==> src/rtl/itlb_pkg.sv <==
// itlb_pkg - shared types and constants for the instruction TLB.
//
// Contents:
//   itlb_state_e  - miss-handling FSM states (IDLE, REQ, WAIT)
//   PAGE_BITS_DEF - default page offset width
//   VPN_WIDTH     - virtual page number width for the default 32-bit VA
//   itlb_entry_t  - one translation entry {valid, vpn, ppn}
//
// The entry struct is sized from these package constants, so the top-level
// VA_WIDTH / PAGE_BITS / PPN_WIDTH parameters must stay consistent with them.
package itlb_pkg;

    localparam int VA_WIDTH_DEF  = 32;
    localparam int PAGE_BITS_DEF = 12;
    localparam int PPN_WIDTH_DEF = 20;
    localparam int VPN_WIDTH     = VA_WIDTH_DEF - PAGE_BITS_DEF;

    typedef enum logic [1:0] {
        IDLE,
        REQ,
        WAIT
    } itlb_state_e;

    typedef struct packed {
        logic                     valid;
        logic [VPN_WIDTH-1:0]     vpn;
        logic [PPN_WIDTH_DEF-1:0] ppn;
    } itlb_entry_t;

endpackage

==> src/rtl/itlb_match.sv <==
// itlb_match - parallel tag compare for the fully-associative ITLB.
//
// Ports:
//   valid      in  ENTRIES        per-entry valid bits
//   vpns       in  ENTRIES*VPN_W  per-entry VPN tags, entry i at [i*VPN_W +: VPN_W]
//   lookup_vpn in  VPN_W          VPN being looked up
//   hit        out 1              some valid entry matches
//   index      out IDX_W          index of the matching entry (0 when no hit)
//
// The array never holds two valid entries with the same VPN, so the match
// vector is one-hot or zero and OR-ing the indices of set bits encodes it.
module itlb_match #(
    parameter  int ENTRIES = 8,
    parameter  int VPN_W   = 20,
    localparam int IDX_W   = $clog2(ENTRIES)
) (
    input  logic [ENTRIES-1:0]       valid,
    input  logic [ENTRIES*VPN_W-1:0] vpns,
    input  logic [VPN_W-1:0]         lookup_vpn,
    output logic                     hit,
    output logic [IDX_W-1:0]         index
);

    logic [ENTRIES-1:0] match;

    always_comb begin
        match = '0;
        index = '0;
        for (int i = 0; i < ENTRIES; i++) begin
            match[i] = valid[i] && (vpns[i*VPN_W +: VPN_W] == lookup_vpn);
            if (match[i]) begin
                index = index | IDX_W'(i);
            end
        end
        hit = |match;
    end

endmodule

==> src/rtl/itlb.sv <==
// itlb - instruction TLB between fetch and the page-table walker.
//
// A fully-associative array of VPN->PPN translations answers fetch lookups
// combinationally. On a miss, fetch is stalled, a single-cycle request is
// sent to the PTW, and the returned PPN is installed round-robin.
//
// Ports:
//   clk, rst         clock, asynchronous active-high reset
//   F_va_valid/F_va  fetch lookup request
//   F_flush          invalidate every entry and reset the victim pointer
//   F_hit/F_pa       translation result, valid in the lookup cycle
//   F_stall          fetch must hold F_va
//   Itlb_pa_request  one-cycle request to the PTW, with Itlb_va = {0, VPN}
//   F_ptw_valid      one-cycle PTW response carrying F_ptw_pa
//   hit_cnt/miss_cnt saturating performance counters (only with ITLB_PERF_EN)
//
// Build option: define ITLB_PERF_EN to add the hit/miss counters.
module itlb
    import itlb_pkg::*;
#(
    parameter int VA_WIDTH  = 32,
    parameter int PAGE_BITS = PAGE_BITS_DEF,
    parameter int PPN_WIDTH = 20,
    parameter int ENTRIES   = 8
) (
    input  logic                          clk,
    input  logic                          rst,
    input  logic                          F_va_valid,
    input  logic [VA_WIDTH-1:0]           F_va,
    input  logic                          F_flush,
    output logic                          F_hit,
    output logic [PPN_WIDTH+PAGE_BITS-1:0] F_pa,
    output logic                          F_stall,
    output logic                          Itlb_pa_request,
    output logic [VA_WIDTH-1:0]           Itlb_va,
    input  logic                          F_ptw_valid,
    input  logic [PPN_WIDTH-1:0]          F_ptw_pa
`ifdef ITLB_PERF_EN
    ,
    output logic [31:0]                   hit_cnt,
    output logic [31:0]                   miss_cnt
`endif
);

    localparam int VPN_W = VA_WIDTH - PAGE_BITS;
    localparam int IDX_W = $clog2(ENTRIES);

    itlb_state_e      state_q, state_d;
    logic [IDX_W-1:0] victim_q, victim_d;
    logic             drop_q, drop_d;
    logic [VPN_W-1:0] req_vpn_q, req_vpn_d;
    itlb_entry_t      entries_q [ENTRIES];
    itlb_entry_t      entries_d [ENTRIES];

    logic [VPN_W-1:0]         lookup_vpn;
    logic [ENTRIES-1:0]       valid_vec;
    logic [ENTRIES*VPN_W-1:0] vpn_flat;
    logic                     match_hit;
    logic [IDX_W-1:0]         match_idx;

    assign lookup_vpn = F_va[VA_WIDTH-1:PAGE_BITS];

    always_comb begin
        valid_vec = '0;
        vpn_flat  = '0;
        for (int i = 0; i < ENTRIES; i++) begin
            valid_vec[i]                  = entries_q[i].valid;
            vpn_flat[i*VPN_W +: VPN_W]    = entries_q[i].vpn;
        end
    end

    itlb_match #(
        .ENTRIES (ENTRIES),
        .VPN_W   (VPN_W)
    ) u_match (
        .valid      (valid_vec),
        .vpns       (vpn_flat),
        .lookup_vpn (lookup_vpn),
        .hit        (match_hit),
        .index      (match_idx)
    );

    // Lookups are only answered while idle; during a miss the stall holds
    // fetch regardless of what the array contains.
    always_comb begin
        F_hit           = F_va_valid && (state_q == IDLE) && match_hit;
        F_pa            = F_hit ? {entries_q[match_idx].ppn, F_va[PAGE_BITS-1:0]} : '0;
        F_stall         = (F_va_valid && !F_hit) || (state_q != IDLE);
        Itlb_pa_request = (state_q == REQ);
        Itlb_va         = (state_q == REQ) ? VA_WIDTH'(req_vpn_q) : '0;
    end

    // Miss FSM, refill and flush. Flush is applied last so it overrides a
    // refill landing in the same cycle; a flush during REQ/WAIT sets drop so
    // the response already in flight is discarded rather than installed.
    always_comb begin
        state_d   = state_q;
        victim_d  = victim_q;
        drop_d    = drop_q;
        req_vpn_d = req_vpn_q;
        entries_d = entries_q;

        case (state_q)
            IDLE: begin
                if (F_va_valid && !match_hit) begin
                    req_vpn_d = lookup_vpn;
                    state_d   = REQ;
                end
            end
            REQ: begin
                state_d = WAIT;
                if (F_flush) begin
                    drop_d = 1'b1;
                end
            end
            WAIT: begin
                if (F_ptw_valid) begin
                    state_d = IDLE;
                    drop_d  = 1'b0;
                    if (!drop_q && !F_flush) begin
                        entries_d[victim_q] = itlb_entry_t'{valid: 1'b1, vpn: req_vpn_q, ppn: F_ptw_pa};
                        victim_d            = victim_q + 1'b1;
                    end
                end else if (F_flush) begin
                    drop_d = 1'b1;
                end
            end
            default: state_d = IDLE;
        endcase

        if (F_flush) begin
            for (int i = 0; i < ENTRIES; i++) begin
                entries_d[i].valid = 1'b0;
            end
            victim_d = '0;
        end
    end

    always_ff @(posedge clk or posedge rst) begin
        if (rst) begin
            state_q   <= IDLE;
            victim_q  <= '0;
            drop_q    <= 1'b0;
            req_vpn_q <= '0;
            for (int i = 0; i < ENTRIES; i++) begin
                entries_q[i] <= '0;
            end
        end else begin
            state_q   <= state_d;
            victim_q  <= victim_d;
            drop_q    <= drop_d;
            req_vpn_q <= req_vpn_d;
            entries_q <= entries_d;
        end
    end

`ifdef ITLB_PERF_EN
    // Saturating counters: hits per F_hit cycle, misses per IDLE->REQ entry.
    logic [31:0] hit_cnt_q, hit_cnt_d;
    logic [31:0] miss_cnt_q, miss_cnt_d;

    always_comb begin
        hit_cnt_d  = hit_cnt_q;
        miss_cnt_d = miss_cnt_q;
        if (F_hit && (hit_cnt_q != '1)) begin
            hit_cnt_d = hit_cnt_q + 32'd1;
        end
        if ((state_q == IDLE) && (state_d == REQ) && (miss_cnt_q != '1)) begin
            miss_cnt_d = miss_cnt_q + 32'd1;
        end
    end

    always_ff @(posedge clk or posedge rst) begin
        if (rst) begin
            hit_cnt_q  <= '0;
            miss_cnt_q <= '0;
        end else begin
            hit_cnt_q  <= hit_cnt_d;
            miss_cnt_q <= miss_cnt_d;
        end
    end

    assign hit_cnt  = hit_cnt_q;
    assign miss_cnt = miss_cnt_q;
`endif

endmodule

==> config.mk <==
export PLATFORM = sky130hd
export DESIGN_NAME = itlb
export DESIGN_NICKNAME = d
export VERILOG_FILES = /design/src/rtl/itlb_pkg.sv /design/src/rtl/itlb_match.sv /design/src/rtl/itlb.sv
export SDC_FILE = /design/constraint.sdc
export NUM_CORES = 1
export LEC_CHECK = 0
export ABC_CLOCK_PERIOD_IN_PS = 17800
export CAP_MARGIN = 20
export CORE_MARGIN = 10
export CORE_UTILIZATION = 59
export CTS_CLUSTER_DIAMETER = 120
export DETAILED_ROUTE_END_ITERATION = 16
export MAX_ROUTING_LAYER = met4
export PLACE_DENSITY = 0.89
export REMOVE_ABC_BUFFERS = 1
export SYNTH_ARGS = -nofsm -noshare
export SYNTH_HDL_FRONTEND = slang
export SYNTH_HIERARCHICAL = 1
export SYNTH_SLANG_ARGS = --single-unit
==> constraint.sdc <==
create_clock -name clk -period 17.8 [get_ports clk]
set_input_delay 3.56 -clock clk [delete_from_list [all_inputs] [get_ports clk]]
set_output_delay 3.56 -clock clk [all_outputs]
set_load 0.01 [all_outputs]
# Yosys cells after proc, flatten, opt, wreduce, memory -nomap -nowiden
# Cells that the tools add are included.
[totals]
word_cells = 112
regBits = 354
input_bits = 57
out_inout_bits = 67
[op_classes]
eq_ne = 12
mux = 36
bitwise_logic = 2
addsub = 1
reduce_logical = 30
magnitude_cmp = 3
[ops]
columns = ["cell", "n"]
rows = [
  ["328-bit two-way mux", 3],
  ["328-bit bitwise mux", 1],
  ["20-bit equality test", 8],
  ["41-bit binary-select mux with 3-bit select", 1],
  ["41-bit demux with 3-bit select", 1],
  ["20-bit two-way mux", 3],
  ["41-bit two-way mux", 1],
  ["32-bit two-way mux", 1],
  ["3-bit two-way mux", 8],
  ["1-bit logical AND", 14],
  ["1-bit two-way mux", 11],
  ["2-bit nonzero test", 5],
  ["4-bit >= comparator (second input constant)", 2],
  ["2-bit two-way mux", 4],
  ["3-bit NOT with 4-bit output", 2],
  ["8-bit OR reduction", 1],
  ["2-bit case mux with 3 select lines", 1],
  ["3-bit AND reduction", 2],
  ["1-bit zero test", 4],
  ["4-bit by 1-bit < comparator with 1-bit output (second input constant)", 1],
  ["2-bit AND reduction", 2],
  ["3-bit by 1-bit adder with 3-bit output (second input constant)", 1],
  ["2-bit by 1-bit equality test with 1-bit output (second input constant)", 1],
  ["2-bit equality test (second input constant)", 1],
  ["other kinds (5)", 5],
]

# Longest topological paths before layout
# Gate-level depths: netlist of run 1.
[logic_depth]
ltp_word = 14
mapped_depth = 11
depth_no_buf = 8

# By module
# The synthesis of run 1 kept the hierarchy.
[modules_own_cells]
columns = ["mod", "instances", "area_each_um2", "seq_area_each_um2", "cells_each"]
rows = [
  ["itlb", 1, 15366.0, 8858.5, 1039],
  ["itlb_match", 1, 2030.7, 0.0, 247],
]

# Worst setup path after synthesis of run 1
# No wires, ideal clock.
[synth_timing]
path_type = "input port to output port"
from = "input F_va[20]"
to = "output F_pa[12]"
path_slack_ns = 8.712
t_arrival_ns = 5.528
stages = 11
path_cell_list = "buf_4 > xnor2_2 > nand4_1 > nor4_2 > a22oi_1 > nand2_1 > buf_2 > buf_2 > clkbuf_1 > a211oi_1 > nor3_1"
[synth_between]
elab_cells_between_ends = 30
cone_classes = "8 x eq/ne; 11 x mux; 1 x bitwise; 10 x reduce/logical"
[synth_rtl]
columns = ["item", "line", "source"]
rows = [
  ["start: declaration", "itlb.sv:29", "input logic [VA_WIDTH-1:0] F_va,"],
  ["20-bit equality test", "itlb_match.sv:30", "match[i] = valid[i] && (vpns[i*VPN_W +: VPN_W] == lookup_vpn);"],
  ["1-bit logical AND", "itlb_match.sv:30", ""],
  ["2-bit two-way mux (2 in a row)", "itlb_match.sv:31", "if (match[i]) begin"],
  ["3-bit two-way mux (3 in a row)", "itlb_match.sv:31", ""],
  ["3-bit two-way mux (*)", "itlb_match.sv:31", ""],
  ["named net match_idx[1]", "itlb.sv:59", "logic [IDX_W-1:0] match_idx;"],
  ["3-bit NOT with 4-bit output (not written as such) (*)", "itlb.sv:87", "F_pa = F_hit ? {entries_q[match_idx].ppn, F_va[PAGE_BITS-1:0]} : '0;"],
  ["41-bit binary-select mux with 3-bit select (*)", "itlb.sv:87", ""],
  ["20-bit two-way mux (not written as such) (*) (2 in a row)", "itlb.sv:87", ""],
  ["32-bit two-way mux (*)", "itlb.sv:87", ""],
  ["end: declaration", "itlb.sv:32", "output logic [PPN_WIDTH+PAGE_BITS-1:0] F_pa,"],
]
# The timed path passes the listed nets; every way through them passes the cells marked *. The select of a mux whose other input is x is not followed.

# Final worst setup path of run 1
[layout_timing]
from = "input F_va[20]"
to = "output F_pa[29]"
# The elaborated chain is that of the path after synthesis.

==> Implementation_results.wiki, run 1 <==
{| class="wikitable"
! Metric !! Value
|-
| HP Class || flop to flop
|-
| Global-route wire length before repair || 67200 µm
|-
| Maximum number of buffers from clock root to sink || 3
|-
| EDFF count, synth || 0
|-
| Chip height || 192 µm
|-
| CP Class || input pin to output pin
|-
| Peak supply drop || 0.0583 mV
|-
| Static Leak || 9.38 nW
|-
| IO buf count || 111
|-
| Post-detailed-route DRC marker count || 0
|-
| Cell at the root of the clock tree || sky130_fd_sc_hd__clkbuf_16
|-
| Register clock-pin slew on the reported worst setup and hold paths || 0.06 ns
|-
| Post-cts repair resize count || 0
|-
| Worst-Skew Late Latency || 0.52 ns
|-
| Vias post-DR || 10700
|-
| Run status || completed
|-
| Synthesized area per cell || 13.5 µm²
|-
| Die Outline Area || 36800 µm²
|-
| Critical path capture point type || output pin
|-
| Wirelength, routed || 42800 µm
|-
| Antenna violations before repair || 0
|-
| Final std cells w/o fill || 1765
|-
| Die width || 192 µm
|-
| Remaining number of nets flagged by the antenna check after routing || 0
|-
| Post-synthesis instance area || 17400 µm²
|-
| Cell type with the highest occurrence count on the critical path || sky130_fd_sc_hd__clkdlybuf4s50_1
|-
| Arrival time of the worst setup path || 8.09 ns
|-
| Max Transition Viols Final || 0
|-
| Number of sinks driven by the clock tree || 354
|-
| WP buf/inv || 3
|-
| I/O pin count || 124
|-
| Detail-routed net length per standard cell || 24.2 µm
|-
| Vias per inst || 6.09
|-
| Final period util || 0.655
|-
| Largest net degree at the start of global routing || 128
|-
| Number of rows created at floorplan || 62
|-
| Sum Neg Setup Slack || 0 ns
|-
| P&R area growth vs syn || 13.7%
|-
| Slowest cell on crit path || sky130_fd_sc_hd__clkdlybuf4s50_1
|-
| Placeable core region || 28900 µm²
|-
| CTS tree || built
|-
| Layout cells sized above 1 || 0.352
|-
| Total gr overflow || 0
|-
| Flip-flop cell with the highest count after synthesis || sky130_fd_sc_hd__dfrtp_1
|-
| Max Cap Viol || 0
|-
| Total instance count after detailed placement || 1694
|-
| Routability cong. || 0.879
|-
| Number of warnings printed during yosys synthesis || 6
|-
| Vias in the first global route || 11700
|-
| Final-stage net count || 1413
|-
| Buffer count from post-CTS setup fixing || 0
|-
| CTS buffer count || 37
|-
| Crit start category || input pin
|-
| Tmin final || 11.65 ns
|-
| Fraction of registers with async set/reset || 1.00
|-
| Combined global-route utilization of all metal layers || 0.239
|-
| Maximum operating frequency || 85.8 MHz
|-
| Sequential element share of the synthesized area || 0.509
|-
| Critical Path Max Stage Delay || 0.94 ns
|-
| Number of violations reported at the end of detailed-routing iteration 0 || 865
|-
| Number of distinct standard cells referenced by the synthesized netlist || 43
|-
| # H-tree levels || 2
|-
| Initial standard-cell utilization of the core || 0.601
|-
| Worst relative slew slack || 0.259
|-
| Power per Cell Area || 106 nW/µm²
|-
| Critical Path Fanout Max || 69
|-
| Slew at the pin closest to its max-slew limit || 1.11 ns
|-
| RSZ-0062 raised after global routing || no
|-
| Critical path data required time || 14.24 ns
|-
| Count of endpoints failing hold in the final timing report || 0
|-
| Top delay family on crit path || buffers and inverters
|-
| Final setup skew || 0.0126 ns
|-
| Number of buffers inserted for hold repair after clock tree synthesis || 0
|-
| Final-report setup violation count || 0
|-
| Synthesized instance count || 1286
|-
| Cell-by-cell trace of the critical path || clkdlybuf4s50_1 -> xnor2_1 -> nand4_1 -> nor4_1 -> a22oi_1 -> nand2_4 -> buf_4 -> mux2_2 -> o22ai_1 -> nor3_1 -> clkdlybuf4s50_1
|-
| Drt pass-1 iters || 5
|-
| Number of register bits inferred by synthesis || 354
|-
| Total half-perimeter wirelength after legalization and detailed placement || 26200 µm
|}
==> synth_stat cells, types with 2 or more instances <==
cell type	instances	area [µm²]
sky130_fd_sc_hd__dfrtp_1	354	8860
sky130_fd_sc_hd__mux2_2	316	3560
sky130_fd_sc_hd__xnor2_1	97	850
sky130_fd_sc_hd__mux2_4	78	1170
sky130_fd_sc_hd__xor2_1	64	561
sky130_fd_sc_hd__clkbuf_1	38	143
sky130_fd_sc_hd__buf_2	33	165
sky130_fd_sc_hd__and2_1	32	200
sky130_fd_sc_hd__o21ai_0	26	130
sky130_fd_sc_hd__nor3_1	23	115
sky130_fd_sc_hd__nand4_1	21	131
sky130_fd_sc_hd__nor2b_1	21	131
sky130_fd_sc_hd__a211oi_1	20	150
sky130_fd_sc_hd__o22ai_1	20	125
sky130_fd_sc_hd__buf_4	19	143
sky130_fd_sc_hd__buf_6	19	214
sky130_fd_sc_hd__nor4_1	16	100
sky130_fd_sc_hd__nand3_1	11	55.1
sky130_fd_sc_hd__inv_1	10	37.5
sky130_fd_sc_hd__nand2_1	10	37.5
sky130_fd_sc_hd__mux2_1	8	90.1
sky130_fd_sc_hd__and3_1	7	43.8
sky130_fd_sc_hd__ha_1	6	75.1
sky130_fd_sc_hd__nor2_1	4	15.0
sky130_fd_sc_hd__nor4_2	4	50.1
sky130_fd_sc_hd__a22oi_1	3	22.5
sky130_fd_sc_hd__buf_8	3	45.0
sky130_fd_sc_hd__nand2b_1	3	18.8
sky130_fd_sc_hd__a21o_1	2	15.0
sky130_fd_sc_hd__a21oi_1	2	10.0
sky130_fd_sc_hd__a2bb2oi_1	2	17.5
sky130_fd_sc_hd__and4_1	2	17.5
sky130_fd_sc_hd__nand3b_1	2	15.0
==> routing by layer <==
layer  GRT usage  up-vias  share of wire
met1       0.303     5626           0.41
li1            -     4623              -
met5           -        -              0
met2       0.383      397           0.49
met3      0.0417      103          0.067
met4      0.0844        0          0.029
==> metrics by stage <==
stage	area, µm²	setup slack (ns)	util	hold slack, ns	power (mW)
floorplan	16700	4.42	-	0.446	1.14
global placement	18500	6.32	0.638	0.466	1.29
detailed placement	18500	6.26	0.638	0.473	1.30
CTS	19700	6.30	0.682	0.487	2.10
global route	19800	5.98	0.683	0.494	2.17
finish	19800	6.15	0.683	0.484	2.10
==> layout by cell type, fill, tap and decap left out, drive strengths merged, types with 2 or more instances in the layout <==
cell           Yosys  layout
nor4              20      20
mux2             402     402
nor2b             21      21
clkbuf            38      56
o22ai             20      20
nand3b             2       2
o21ai             26      26
nor2               4       4
and4               2       2
nand2b             3       3
and2              32      32
nand3             11      11
xor2              64      64
a2bb2oi            2       2
clkinvlp           0       2
a22oi              3       3
conb               1      12
nand4             21      21
bufinv             0       3
clkinv             0       5
and3               7       7
buf               75      16
nand2             10      10
inv               10      12
ha                 6       6
a211oi            20      20
diode              0       2
a21oi              2       2
nor3              23      23
a21o               2       2
xnor2             98      98
clkdlybuf4s50      0     111
dfrtp            354     354
==> power breakdown <==
group	total (mW)	internal (mW)	leakage, nW	switching (mW)
Combinational	0.312	0.171	3.88	0.141
Sequential	0.979	0.874	4.87	0.105
Clock	0.804	0.484	0.626	0.320
==> final cells by class <==
cell class                      count  area [µm²]
Clock buffer                       56        1130
Tap cell                          384         480
Multi-Input combinational cell    820        7860
Antenna cell                        2        5.00
Inverter                           10        45.0
Timing Repair Buffer              127        1250
Clock inverter                     12         148
Fill cell                        1879        9160
Sequential cell                   354        8860
==> registers in the layout, indices dropped and copies added (netlist names) <==
signal and cells:
entries_q 328, drop_q 1, state_q 2, req_vpn_q 20, victim_q 3
==> kinds of logic after synthesis <==
group / count (synthesis) / synth area share
xor gates and xnor gates: 162 / 0.0820
adders and majority gates: 6 / 0.00432
DFF: 354 / 0.509
and+or+nand+nor: 161 / 0.0561
buffers and inverters: 123 / 0.0432
muxes: 403 / 0.278
AOI/OAI and AO/OA: 76 / 0.0274
other: 1 / 0.000216
==> worst reg2reg max path: cells and delay by family, from the launching register on <==
family,cells,cell delay [ns]
buffers and inverters,2,0.68
DFF,1,0.41
adders and majority gates,1,0.29
muxes,1,0.40
and+or+nand+nor,2,1.26
==> final timing paths <==
check,from,end,slack [ns],cells past startpoint
setup / recovery,F_va[20],F_pa[29],6.15,11
hold / removal,entries_q[142]$_DFFE_PP0P_,entries_q[142]$_DFFE_PP0P_,0.48,1
setup reg to reg,state_q[0]$_DFFE_PP0P_,entries_q[203]$_DFFE_PP0P_,14.65,6
hold reg to reg,entries_q[142]$_DFFE_PP0P_,entries_q[142]$_DFFE_PP0P_,0.48,1
max in group asynchronous,rst,entries_q[322]$_DFFE_PP0P_,12.08,5
min in group asynchronous,rst,entries_q[35]$_DFFE_PP0P_,3.63,2
Power figures use the tool's default switching activity.
==> run 2: changes to the inputs <==
--- a/config.mk
+++ b/config.mk
@@ -5,14 +5,14 @@
 export SDC_FILE = /design/constraint.sdc
 export NUM_CORES = 1
 export LEC_CHECK = 0
-export ABC_CLOCK_PERIOD_IN_PS = 17800
+export ABC_CLOCK_PERIOD_IN_PS = 10150
 export CAP_MARGIN = 20
 export CORE_MARGIN = 10
-export CORE_UTILIZATION = 59
+export CORE_UTILIZATION = 54
 export CTS_CLUSTER_DIAMETER = 120
 export DETAILED_ROUTE_END_ITERATION = 16
 export MAX_ROUTING_LAYER = met4
-export PLACE_DENSITY = 0.89
+export PLACE_DENSITY = 0.86
 export REMOVE_ABC_BUFFERS = 1
 export SYNTH_ARGS = -nofsm -noshare
 export SYNTH_HDL_FRONTEND = slang
==> constraint.sdc (replaced) <==
create_clock -name clk -period 10.15 [get_ports clk]
set_input_delay 2.03 -clock clk [delete_from_list [all_inputs] [get_ports clk]]
set_output_delay 2.03 -clock clk [all_outputs]
set_load 0.01 [all_outputs]
==> run 2 against run 1 <==
Sequential share of layout area up 0.24 points. Clock power up 67%. Largest power group unchanged. First-iteration DRC count down 1.6%. Critical path depth unchanged.
==> Implementation_results.wiki, run 2 (synthesized netlist as in run 1, its figures left out) <==
{| class="wikitable"
! Metric !! Value
|-
| Run status || completed
|-
| Count of endpoints failing hold in the final timing report || 0
|-
| Total half-perimeter wirelength after legalization and detailed placement || 26600 µm
|-
| Tmin final || 8.64 ns
|-
| # H-tree levels || 2
|-
| Final-stage net count || 1411
|-
| Routability cong. || 0.898
|-
| Critical Path Fanout Max || 53
|-
| Post-cts repair resize count || 0
|-
| Peak supply drop || 0.0969 mV
|-
| Placeable core region || 31600 µm²
|-
| Vias per inst || 5.86
|-
| Initial standard-cell utilization of the core || 0.550
|-
| Crit start category || input pin
|-
| RSZ-0062 raised after global routing || no
|-
| Global-route wire length before repair || 65600 µm
|-
| HP Class || flop to flop
|-
| Most flops, register || entries_q
|-
| Post-DP Area || 18500 µm²
|-
| Cell type with the highest occurrence count on the critical path || sky130_fd_sc_hd__clkdlybuf4s50_1
|-
| WP buf/inv || 3
|-
| Total gr overflow || 0
|-
| Final-report setup violation count || 0
|-
| P&R area growth vs syn || 13.1%
|-
| Footprint of the multi-input gates || 7860 µm²
|-
| Arrival time of the worst setup path || 6.61 ns
|-
| Post-detailed-route DRC marker count || 0
|-
| Final period util || 0.851
|-
| CP Class || input pin to output pin
|-
| Max Transition Viols Final || 0
|-
| Leading cell type in the layout, fill and taps excluded || sky130_fd_sc_hd__dfrtp_1
|-
| Critical Path Max Stage Delay || 0.93 ns
|-
| Worst reg2reg startpoint || entries_q[239]$_DFFE_PP0P_
|-
| Detail-routed net length per standard cell || 23.5 µm
|-
| Final setup skew || 0.0167 ns
|-
| Antenna violations before repair || 1
|-
| Buffer count from post-CTS setup fixing || 0
|-
| Die Outline Area || 39800 µm²
|-
| IO buf count || 111
|-
| Combined global-route utilization of all metal layers || 0.217
|-
| Critical path capture point type || output pin
|-
| Wirelength, routed || 41700 µm
|-
| Path depth of the worst reg2reg path || 8
|-
| Number of instances on the worst hold path || 1
|-
| CTS buffer count || 36
|-
| Top delay family on crit path || buffers and inverters
|-
| Max FFs per register || 328
|-
| Largest registers || entries_q (328), req_vpn_q (20), victim_q (3)
|-
| Cell at the root of the clock tree || sky130_fd_sc_hd__clkbuf_16
|-
| Number of buffers inserted for hold repair after clock tree synthesis || 0
|-
| Number of sinks driven by the clock tree || 354
|-
| Vias post-DR || 10400
|-
| R2R Path End || req_vpn_q[17]$_DFFE_PP0P_
|-
| Layout cells sized above 1 || 0.345
|-
| Largest net degree at the start of global routing || 154
|-
| Hold_sp || entries_q[204]$_DFFE_PP0P_
|-
| Final std cells w/o fill || 1773
|-
| I/O pin count || 124
|-
| Design Area, Final || 19700 µm²
|-
| Slowest cell on crit path || sky130_fd_sc_hd__clkdlybuf4s50_1
|-
| Sum Neg Setup Slack || 0 ns
|-
| Worst-Skew Late Latency || 0.51 ns
|-
| Static Leak || 9.31 nW
|-
| Chip height || 199 µm
|-
| Hold Crit Endpoint || entries_q[204]$_DFFE_PP0P_
|-
| CTS tree || built
|-
| Total instance count after detailed placement || 1712
|-
| Top library cells by usage in the layout, fill and taps aside || sky130_fd_sc_hd__dfrtp_1 (354), sky130_fd_sc_hd__mux2_2 (316), sky130_fd_sc_hd__clkdlybuf4s50_1 (111)
|-
| Die width || 199 µm
|-
| Maximum number of buffers from clock root to sink || 3
|-
| Power per Cell Area || 183 nW/µm²
|-
| Setup slack, reg-to-reg || 7.01 ns
|-
| Max Cap Viol || 0
|-
| Remaining number of nets flagged by the antenna check after routing || 0
|-
| Number of rows created at floorplan || 65
|-
| Number of filler cells placed in the layout || 2251
|-
| Critical path data required time || 8.12 ns
|-
| Seq. cell area || 8860 µm²
|-
| Register clock-pin slew on the reported worst setup and hold paths || 0.06 ns
|-
| Cell-by-cell trace of the critical path || clkdlybuf4s50_1 -> xnor2_1 -> nand4_1 -> nor4_1 -> a22oi_1 -> nand2_4 -> buf_4 -> mux2_2 -> o22ai_1 -> nor3_1 -> clkdlybuf4s50_1
|-
| Number of violations reported at the end of detailed-routing iteration 0 || 851
|-
| Slew at the pin closest to its max-slew limit || 1.10 ns
|-
| Worst relative slew slack || 0.264
|-
| Maximum operating frequency || 116 MHz
|-
| Drt pass-1 iters || 4
|-
| Vias in the first global route || 11200
|}
## run 2: cell types whose count changed in the layout (fill, tap and decap cells not counted), sizes merged
cell,before,now
clkinv,5,1
clkinvlp,2,0
inv,12,10
buf,16,15
bufinv,3,4
clkbuf,56,55
diode,2,1
## run 2: worst max path at each step
stage	slack [ns]	endpoint	from	cells after the start
2_1_floorplan	-1.70	drop_q$_DFFE_PP0P_	rst	1
3_3_place_gp	1.64	F_pa[14]	F_va[12]	11
3_5_place_dp	1.59	F_pa[25]	F_va[12]	11
4_1_cts	1.55	F_pa[25]	F_va[12]	11
5_1_grt	1.30	F_pa[25]	F_va[12]	11
6_report	1.51	F_pa[25]	F_va[12]	11
## run 2: power by group
| group | switching (mW) | internal (mW) | total, mW |
|---|---|---|---|
| sequential | 0.181 | 1.53 | 1.71 |
| clock | 0.534 | 0.807 | 1.34 |
| combinational | 0.250 | 0.298 | 0.548 |
## run 2: final cells by class
cell class / count / share of cell area
tap: 402 / 0.0256
clock inverter: 5 / 0.00636
antenna: 1 / 0.000127
inverter: 10 / 0.00229
sequential: 354 / 0.450
multi-input combinational: 820 / 0.399
clock buffer: 55 / 0.0530
timing repair buffer: 126 / 0.0628
## run 2: per-stage QoR
step	utilization	hold slack, ns	setup WS [ns]	total power, mW
finish	0.622	0.487	1.51	3.60
global route	0.622	0.510	1.30	3.75
CTS	0.622	0.490	1.55	3.62
detailed placement	0.585	0.475	1.59	2.28
global placement	0.585	0.460	1.64	2.26
floorplan	-	0.446	-1.70	2.00
## run 2: routing by layer
layer  vias to the layer above  GRT usage  part of all wire
met1                      5425      0.286              0.44
met3                        70     0.0331             0.052
li1                       4604          -                 -
met5                         -          -                 0
met4                         0     0.0566             0.022
met2                       284      0.345              0.49
==> run 3: changes to the inputs <==
--- a/config.mk
+++ b/config.mk
@@ -12,7 +12,7 @@
 export CTS_CLUSTER_DIAMETER = 120
 export DETAILED_ROUTE_END_ITERATION = 16
 export MAX_ROUTING_LAYER = met4
-export PLACE_DENSITY = 0.86
+export PLACE_DENSITY = 0.77
 export REMOVE_ABC_BUFFERS = 1
 export SYNTH_ARGS = -nofsm -noshare
 export SYNTH_HDL_FRONTEND = slang
==> run 3 against run 2 <==
First-iteration DRC count fell by 12%. Highest routed layer unchanged. Sequential cell count did not move. Maximum frequency rose by 0.74%. Largest cell class unchanged.
==> Implementation_results.wiki, run 3 (synthesized netlist as in run 1, its figures left out) <==
{| class="wikitable"
! Metric !! Value
|-
| Post-detailed-route DRC marker count || 0
|-
| Initial standard-cell utilization of the core || 0.550
|-
| CTS tree || built
|-
| Leading cell type in the layout, fill and taps excluded || sky130_fd_sc_hd__dfrtp_1
|-
| Clock power frac || 0.394
|-
| Overall power consumption || 3.73 mW
|-
| Vias in the first global route || 10800
|-
| RSZ-0062 raised after global routing || no
|-
| Total half-perimeter wirelength after legalization and detailed placement || 26000 µm
|-
| Largest registers || entries_q (328), req_vpn_q (20), victim_q (3)
|-
| Number of rows created at floorplan || 65
|-
| Cell-by-cell trace of the critical path || clkdlybuf4s50_1 -> xnor2_1 -> nand4_1 -> nor4_1 -> a22oi_1 -> nand2_4 -> buf_4 -> mux2_2 -> o22ai_1 -> nor3_1 -> clkdlybuf4s50_1
|-
| Static Leak || 9.41 nW
|-
| Detail-routed net length per standard cell || 23.3 µm
|-
| Crit start category || input pin
|-
| Number of violations reported at the end of detailed-routing iteration 0 || 751
|-
| Number of sinks driven by the clock tree || 354
|-
| Placeable core region || 31600 µm²
|-
| Fraction of power consumed by sequential logic || 0.459
|-
| Share of power burned in combinational logic || 0.147
|-
| Max FFs per register || 328
|-
| Final-stage net count || 1413
|-
| Tmin final || 8.58 ns
|-
| Slew at the pin closest to its max-slew limit || 1.08 ns
|-
| Peak supply drop || 0.108 mV
|-
| Worst slack, placed || 1.67 ns
|-
| Post-Route Hold Slack || 0.493 ns
|-
| CTS buffer count || 39
|-
| Critical Path Max Stage Delay || 0.89 ns
|-
| Largest net degree at the start of global routing || 167
|-
| IO buf count || 111
|-
| Number of buffers inserted for hold repair after clock tree synthesis || 0
|-
| Top delay family on crit path || buffers and inverters
|-
| Arrival time of the worst setup path || 6.55 ns
|-
| I/O pin count || 124
|-
| Power per Cell Area || 188 nW/µm²
|-
| Max Transition Viols Final || 0
|-
| Critical path capture point type || output pin
|-
| Die Outline Area || 39800 µm²
|-
| Routability cong. || 0.909
|-
| Maximum operating frequency || 117 MHz
|-
| Slowest cell on crit path || sky130_fd_sc_hd__clkdlybuf4s50_1
|-
| Critical Path Fanout Max || 80
|-
| Layout cells sized above 1 || 0.353
|-
| Register clock-pin slew on the reported worst setup and hold paths || 0.06 ns
|-
| Final setup skew || 0.00969 ns
|-
| Combined global-route utilization of all metal layers || 0.215
|-
| Cell type with the highest occurrence count on the critical path || sky130_fd_sc_hd__clkdlybuf4s50_1
|-
| Wirelength, routed || 41500 µm
|-
| Met3 Track Usage GR || 0.0355
|-
| Fraction of met1 tracks used by global routing || 0.290
|-
| P&R area growth vs syn || 14.1%
|-
| Count of endpoints failing hold in the final timing report || 0
|-
| Worst relative slew slack || 0.278
|-
| # H-tree levels || 2
|-
| Remaining number of nets flagged by the antenna check after routing || 0
|-
| Run status || completed
|-
| Vias post-DR || 10300
|-
| Total gr overflow || 0
|-
| Max Cap Viol || 0
|-
| WP buf/inv || 3
|-
| Most flops, register || entries_q
|-
| Drt pass-1 iters || 5
|-
| Global routing usage on met2 || 0.332
|-
| Chip height || 199 µm
|-
| Cell at the root of the clock tree || sky130_fd_sc_hd__clkbuf_16
|-
| Internal power of the cells || 2.74 mW
|-
| Final period util || 0.845
|-
| Buffer count from post-CTS setup fixing || 0
|-
| Global-route wire length before repair || 64800 µm
|-
| Critical path data required time || 8.12 ns
|-
| Antenna violations before repair || 2
|-
| Most crowded layer after global routing || met2
|-
| Top library cells by usage in the layout, fill and taps aside || sky130_fd_sc_hd__dfrtp_1 (354), sky130_fd_sc_hd__mux2_2 (316), sky130_fd_sc_hd__clkdlybuf4s50_1 (111)
|-
| CP Class || input pin to output pin
|-
| Net Sw Frac || 0.265
|-
| Die width || 199 µm
|-
| HP Class || flop to flop
|-
| Post-layout worst setup margin || 1.57 ns
|-
| Sum Neg Setup Slack || 0 ns
|-
| Net switching power || 0.989 mW
|-
| Maximum number of buffers from clock root to sink || 3
|-
| Vias per inst || 5.79
|-
| Worst-Skew Late Latency || 0.52 ns
|-
| Final-report setup violation count || 0
|-
| Post-cts repair resize count || 0
|-
| Setup slack, reg-to-reg || 6.81 ns
|}
[run 3: worst paths after layout]
| check | start | endpoint | depth (start not counted) |
|---|---|---|---|
| setup / recovery | F_va[20] | F_pa[14] | 11 |
| setup reg to reg | entries_q[309]$_DFFE_PP0P_ | req_vpn_q[15]$_DFFE_PP0P_ | 8 |
| max in group asynchronous | rst | req_vpn_q[13]$_DFFE_PP0P_ | 3 |
| hold reg to reg | entries_q[142]$_DFFE_PP0P_ | entries_q[142]$_DFFE_PP0P_ | 1 |
| min in group asynchronous | rst | req_vpn_q[15]$_DFFE_PP0P_ | 2 |
| hold / removal | entries_q[142]$_DFFE_PP0P_ | entries_q[142]$_DFFE_PP0P_ | 1 |
[run 3: per-stage QoR]
step | std cells | utilization | instance area, µm²
final | 1783 | 0.628 | 19900
after global routing | 1783 | 0.628 | 19900
after CTS | 1781 | 0.627 | 19800
after detailed placement | 1711 | 0.585 | 18500
after global placement | 1711 | 0.585 | 18500
after floorplan | 1184 | - | 16700
[run 3: cell type report]
cell class,count,area (µm²)
Antenna cell,2,5.00
Clock buffer,58,1190
Clock inverter,12,165
Fill cell,2350,11800
Inverter,10,45.0
Multi-Input combinational cell,820,7860
Sequential cell,354,8860
Tap cell,402,503
Timing Repair Buffer,125,1230
[run 3: power by group through the flow]
stage               sequential [mW]  clock [mW]  combinational, mW
floorplan                      1.66           0              0.342
global placement               1.73           0              0.541
global route                   1.74        1.55              0.596
detailed placement             1.74           0              0.550
finish                         1.71        1.47              0.549
CTS                            1.72        1.49              0.555
[run 3: layer usage]
metal	routed length, µm	part of all wire	vias to the layer above
li1	-	-	4612
met1	18600	0.45	5399
met2	19700	0.48	238
met3	2190	0.053	66
met4	973	0.023	0
met5	0	0	-
